$ cat src/rtl/regfile_access_ctrl_pkg.sv
// Shared types and constants for the two-client register file access controller.
package regfile_access_ctrl_pkg;

   localparam int DW_DEF = 16;
   localparam int AW_DEF = 4;

   localparam logic OP_READ  = 1'b0;
   localparam logic OP_WRITE = 1'b1;

   typedef enum logic [1:0] {
      ST_IDLE   = 2'd0,
      ST_ACCESS = 2'd1,
      ST_RESP   = 2'd2
   } state_t;

endpackage

$ cat src/rtl/regfile_access_ctrl_rr_arb2.sv
// Two-way round-robin grant: on a tie the client that did not win last time is chosen.
module rr_arb2 (
   input  logic [1:0] req,
   input  logic       last,
   output logic [1:0] gnt
);

   always_comb begin
      gnt = 2'b00;
      case (req)
         2'b01:   gnt = 2'b01;
         2'b10:   gnt = 2'b10;
         2'b11:   gnt = last ? 2'b01 : 2'b10;
         default: gnt = 2'b00;
      endcase
   end

endmodule

$ cat src/rtl/regfile_access_ctrl.sv
// Arbitrates two clients onto a falling-edge register file; one access cycle per request,
// then returns read operands or a write acknowledge to the granted client.
module regfile_access_ctrl
   import regfile_access_ctrl_pkg::*;
#(
   parameter int DW = DW_DEF,
   parameter int AW = AW_DEF
) (
   input  logic            clk,
   input  logic            rst,
   input  logic [1:0]      req_valid,
   output logic [1:0]      req_ready,
   input  logic [1:0]      req_write,
   input  logic [2*AW-1:0] req_src1,
   input  logic [2*AW-1:0] req_src2,
   input  logic [2*AW-1:0] req_src3,
   input  logic [2*AW-1:0] req_dst,
   input  logic [2*DW-1:0] req_wdata,
   output logic [1:0]      rsp_valid,
   input  logic [1:0]      rsp_ready,
   output logic            rsp_write,
   output logic [DW-1:0]   rsp_a,
   output logic [DW-1:0]   rsp_b,
   output logic [DW-1:0]   rsp_c,
   output logic            regread,
   output logic            regwrite,
   output logic [AW-1:0]   readregsrc1,
   output logic [AW-1:0]   readregsrc2,
   output logic [AW-1:0]   readregsrc3,
   output logic [AW-1:0]   regwritedst,
   output logic [DW-1:0]   writedata,
   input  logic [DW-1:0]   a,
   input  logic [DW-1:0]   b,
   input  logic [DW-1:0]   c
);

   state_t state, state_nxt;
   logic   last_grant;
   logic   grant;
   logic   op;
   logic   [1:0] gnt;
   logic   hs;
   logic   sel;

   logic [1:0][AW-1:0] src1_c, src2_c, src3_c, dst_c;
   logic [1:0][DW-1:0] wdata_c;

   for (genvar i = 0; i < 2; i++) begin : g_unpack
      assign src1_c[i]  = req_src1[i*AW +: AW];
      assign src2_c[i]  = req_src2[i*AW +: AW];
      assign src3_c[i]  = req_src3[i*AW +: AW];
      assign dst_c[i]   = req_dst[i*AW +: AW];
      assign wdata_c[i] = req_wdata[i*DW +: DW];
   end

   rr_arb2 u_arb (
      .req  (req_valid),
      .last (last_grant),
      .gnt  (gnt)
   );

   // gnt is already masked by req_valid, so any ready bit is a handshake
   assign req_ready = (state == ST_IDLE) ? gnt : 2'b00;
   assign hs        = |req_ready;
   assign sel       = gnt[1];

   always_ff @(posedge clk or posedge rst) begin
      if (rst) state <= ST_IDLE;
      else     state <= state_nxt;
   end

   always_comb begin
      state_nxt = state;
      case (state)
         ST_IDLE:   if (hs) state_nxt = ST_ACCESS;
         ST_ACCESS: state_nxt = ST_RESP;
         ST_RESP:   if (rsp_ready[grant]) state_nxt = ST_IDLE;
         default:   state_nxt = ST_IDLE;
      endcase
   end

   always_ff @(posedge clk or posedge rst) begin
      if (rst) begin
         last_grant  <= 1'b1;
         grant       <= 1'b0;
         op          <= OP_READ;
         regread     <= 1'b0;
         regwrite    <= 1'b0;
         readregsrc1 <= '0;
         readregsrc2 <= '0;
         readregsrc3 <= '0;
         regwritedst <= '0;
         writedata   <= '0;
         rsp_valid   <= 2'b00;
         rsp_write   <= 1'b0;
         rsp_a       <= '0;
         rsp_b       <= '0;
         rsp_c       <= '0;
      end else begin
         case (state)
            ST_IDLE: begin
               if (hs) begin
                  readregsrc1 <= src1_c[sel];
                  readregsrc2 <= src2_c[sel];
                  readregsrc3 <= src3_c[sel];
                  regwritedst <= dst_c[sel];
                  writedata   <= wdata_c[sel];
                  op          <= req_write[sel];
                  regread     <= (req_write[sel] == OP_READ);
                  regwrite    <= (req_write[sel] == OP_WRITE);
                  last_grant  <= sel;
                  grant       <= sel;
               end
            end
            ST_ACCESS: begin
               // register file drove a/b/c on the falling edge inside this cycle
               if (op == OP_READ) begin
                  rsp_a <= a;
                  rsp_b <= b;
                  rsp_c <= c;
               end
               rsp_write        <= op;
               rsp_valid[grant] <= 1'b1;
               regread          <= 1'b0;
               regwrite         <= 1'b0;
            end
            ST_RESP: begin
               if (rsp_ready[grant]) rsp_valid <= 2'b00;
            end
            default: ;
         endcase
      end
   end

endmodule
$ cat config.mk
export PLATFORM = sky130hd
export DESIGN_NAME = regfile_access_ctrl
export DESIGN_NICKNAME = d
export VERILOG_FILES = /design/src/rtl/regfile_access_ctrl_pkg.sv /design/src/rtl/regfile_access_ctrl_rr_arb2.sv /design/src/rtl/regfile_access_ctrl.sv
export SDC_FILE = /design/constraint.sdc
export NUM_CORES = 1
export LEC_CHECK = 0
export BUFFER_PORTS_ARGS = -buffer_cell sky130_fd_sc_hd__buf_4
export CAP_MARGIN = 20
export CORE_MARGIN = 3
export CORE_UTILIZATION = 30
export DETAILED_ROUTE_END_ITERATION = 7
export GPL_ROUTABILITY_DRIVEN = 0
export GPL_TIMING_DRIVEN = 0
export PLACE_DENSITY = 0.57
export SLEW_MARGIN = 10
export SYNTH_ARGS = -nofsm -noshare
export SYNTH_HDL_FRONTEND = slang
export SYNTH_SLANG_ARGS = --single-unit
$ cat constraint.sdc
create_clock -name clk -period 4.2 [get_ports clk]
set_clock_uncertainty 0.05 [all_clocks]
set_input_delay 0.84 -clock clk [delete_from_list [all_inputs] [get_ports clk]]
set_output_delay 0.84 -clock clk [all_outputs]
set_load 0.01 [all_outputs]
==> summary.md <==
| Metric | Value |
|---|---|
| Max H-tree Level | 3 |
| CP Class | input port to output port |
| Final Hold Vio Count | 0 |
| Flops & latches, synth | 90 |
| Setup violations, final | 0 |
| Reg2reg setup slack | 2.48 ns |
| Post-synthesis mux area share | 0.243 |
| Total global-route track usage | 0.149 |
| Crit path cell chain | buf_4, a21boi_0, buf_4, and2_1, buf_4 |
| Die Area | 13900 um^2 |
| Area Growth Syn to Fin | 57.2% |
| CTS tree | built |
| Leakage power | 2.87 nW |
| Num CTS Buffers | 9 |
| CTS Buffer Depth | 2 |
| Slew @ Worst Pin | 0.436 ns |
| Power per cell area | 755 nW/um^2 |
| Worst-path clk slew | 0.06 ns |
| Vias per cell | 4.36 |
| Worst hold path stage count | 2 |
| WP data required | 3.31 ns |
| Worst setup path startpoint | req_valid[0] |
| HP Start | rsp_valid[1] |
| Post-CTS resize count | 0 |
| Detailed placement HPWL | 7850 um |
| Overflow after GRT | 0 |
| Worst EP arrival | 1.65 ns |
| CP max stage cell | buf_4 |
| Fin nets | 624 |
| Simple-Gate Fraction of Synth Area | 0.0581 |
| Hold Path End | rsp_valid[1] |
| # DRC | 0 |
| Dpl ws | 1.65 ns |
| Min cycle time layout | 2.54 ns |
| Pin count of the biggest net entering global routing | 60 |
| Worst hold path class | flip-flop to flip-flop |
| Final Cycle Share | 0.604 |
| Antenna Violating Nets Remaining | 0 |
| XOR/XNOR Fraction of Synth Area | 0 |
| Util after Layout | 0.487 |
| Min setup slack post-route | 1.66 ns |
| Top delay family on crit path | buffers and inverters |
| Design Area, Final | 5920 um^2 |
| RSZ-0062 raised after global routing | no |
| Vias in the first global route | 3315 |
| Initial Utilization | 0.310 |
| Crit. End Element | output port |
| Clk sinks | 90 |
| MaxCap Viol Count | 0 |
| Compound-Gate Fraction of Synth Area | 0.0628 |
| Power, Total | 4.47 mW |
| Chip Height | 118 um |
| Largest family of logic cells by synthesized area | multiplexers |
| Initial antenna violation count | 0 |
| Vias | 2952 |
| Adder-Cell Fraction of Synth Area | 0 |
| Hold_ws | 0.455 ns |
| CTS root buf | clkbuf_16 |
| Synthesized instance count | 286 |
| Peak VDD IR | 0.348 mV |
| # port buffers | 206 |
| Post-CTS setup buffer count | 0 |
| Share of post-route cells with drive strength above 1 | 0.576 |
| Slew headroom | 0.709 |
| CTS Hold Bufs | 0 |
| Routed WL | 10100 um |
| Netlist cell types | 23 |
| Synth warn | 0 |
| Max Slew Vio Count | 0 |
| Rows | 40 |
| Max Freq | 394 MHz |
| Core box area | 12200 um^2 |
| Post-DP Area | 5550 um^2 |
| DR pass1 iterations | 4 |
| Clk_lat worst skew | 0.33 ns |
| Type of origin of the critical path | input port |
| Status | completed |
| WL/cell | 15.0 um |
| Cells on worst reg2reg path | 5 |
| Cell mode on critical path | buf_4 |
| Mean Syn Cell Area | 13.2 um^2 |
| Crit path largest cell delay | 0.22 ns |
| RR Startpoint | state[1] |
| Worst path bufs/invs | 3 |
| Initial DRC count | 80 |
| Syn nets | 406 |
| Ports | 207 |
| Ant diodes | 0 |
| Sequential area share after synthesis | 0.598 |
| Critical path peak fanout | 7 |
| First-pass GRT wire length | 16700 um |
| Worst r2r dst | rsp_a[4] |
| Die X | 118 um |
| Post-synthesis cell area | 3770 um^2 |
cell families after synthesis:
family	count (synthesis)
flops	90
mux	82
simple gates	50
compound gates	45
buf+inv	19
layer usage:
metal  up-vias  global-route usage  wire, um
li1       1423                   -         -
met1      1376               0.177      4200
met2       140               0.235      4740
met3        13              0.0639      1030
met4         0              0.0630       181
met5         -                   0         0
flip-flops by register name, indices dropped and copies added, names as in the netlist, 4 cells and up:
signal	flops
rsp_a	16
rsp_b	16
rsp_c	16
writedata	16
readregsrc1	4
readregsrc2	4
readregsrc3	4
regwritedst	4
layout by cell type, fill, tap and decap left out, drive strengths merged:
master	count
clkinv	1
a21boi	1
bufinv	4
clkbuf	10
o21a	2
nor2	37
buf	224
and2	1
mux2i	33
and2b	2
a21oi	36
mux2	49
or2b	1
o21ai	4
nand2	7
dfstp	1
dfrtp	89
inv	3
a21o	1
a31oi	1
nand2b	2
layout make-up:
cell class / instances / area (um^2)
fill: 1140 / 6240
sequential: 90 / 2250
timing repair buffer: 207 / 1570
multi-input combinational: 177 / 1370
clock buffer: 10 / 229
tap: 168 / 210
clock inverter: 6 / 138
buffer: 17 / 134
inverter: 2 / 10.0
worst max path at each step:
stage	endpoint	slack, ns	cells past startpoint
floorplan	grant	0.98	1
global route	req_ready[1]	1.62	5
global placement	writedata[15]	-0.20	2
CTS	req_ready[1]	1.64	5
detailed placement	req_ready[1]	1.65	5
finish	req_ready[1]	1.66	5
metrics by stage:
step / std cells / setup TNS [ns]
finish: 677 / 0
detailed placement: 661 / 0
floorplan: 286 / 0
CTS: 677 / 0
global placement: 660 / -17.00
global route: 677 / 0
synth_stat cells:
master / number / area, um^2
dfrtp_1: 89 / 2230
mux2_2: 40 / 450
a21oi_1: 36 / 180
nor2_1: 35 / 131
mux2i_1: 33 / 330
mux2_4: 9 / 135
buf_2: 8 / 40.0
buf_6: 7 / 78.8
nand2_1: 7 / 26.3
o21ai_0: 4 / 20.0
and2b_1: 2 / 15.0
buf_4: 2 / 15.0
inv_1: 2 / 7.51
nor2_2: 2 / 12.5
o21a_1: 2 / 15.0
a21boi_0: 1 / 7.51
a21o_1: 1 / 7.51
a31oi_1: 1 / 6.26
and2_1: 1 / 6.26
dfstp_2: 1 / 26.3
nand2b_1: 1 / 6.26
nand2b_4: 1 / 13.8
or2b_1: 1 / 7.51
worst min-delay path: cells and delay by family (launching register included):
kind	cells	cell delay (ns)
flip-flops	1	0.36
AND/OR/NAND/NOR	2	0.11
power by group:
group          switching, mW  leakage, nW  internal (mW)
Clock                  0.334        0.177          0.645
Sequential             0.255         1.04           1.31
Combinational          0.847         1.65           1.08
(Power assumes the default switching activity.)
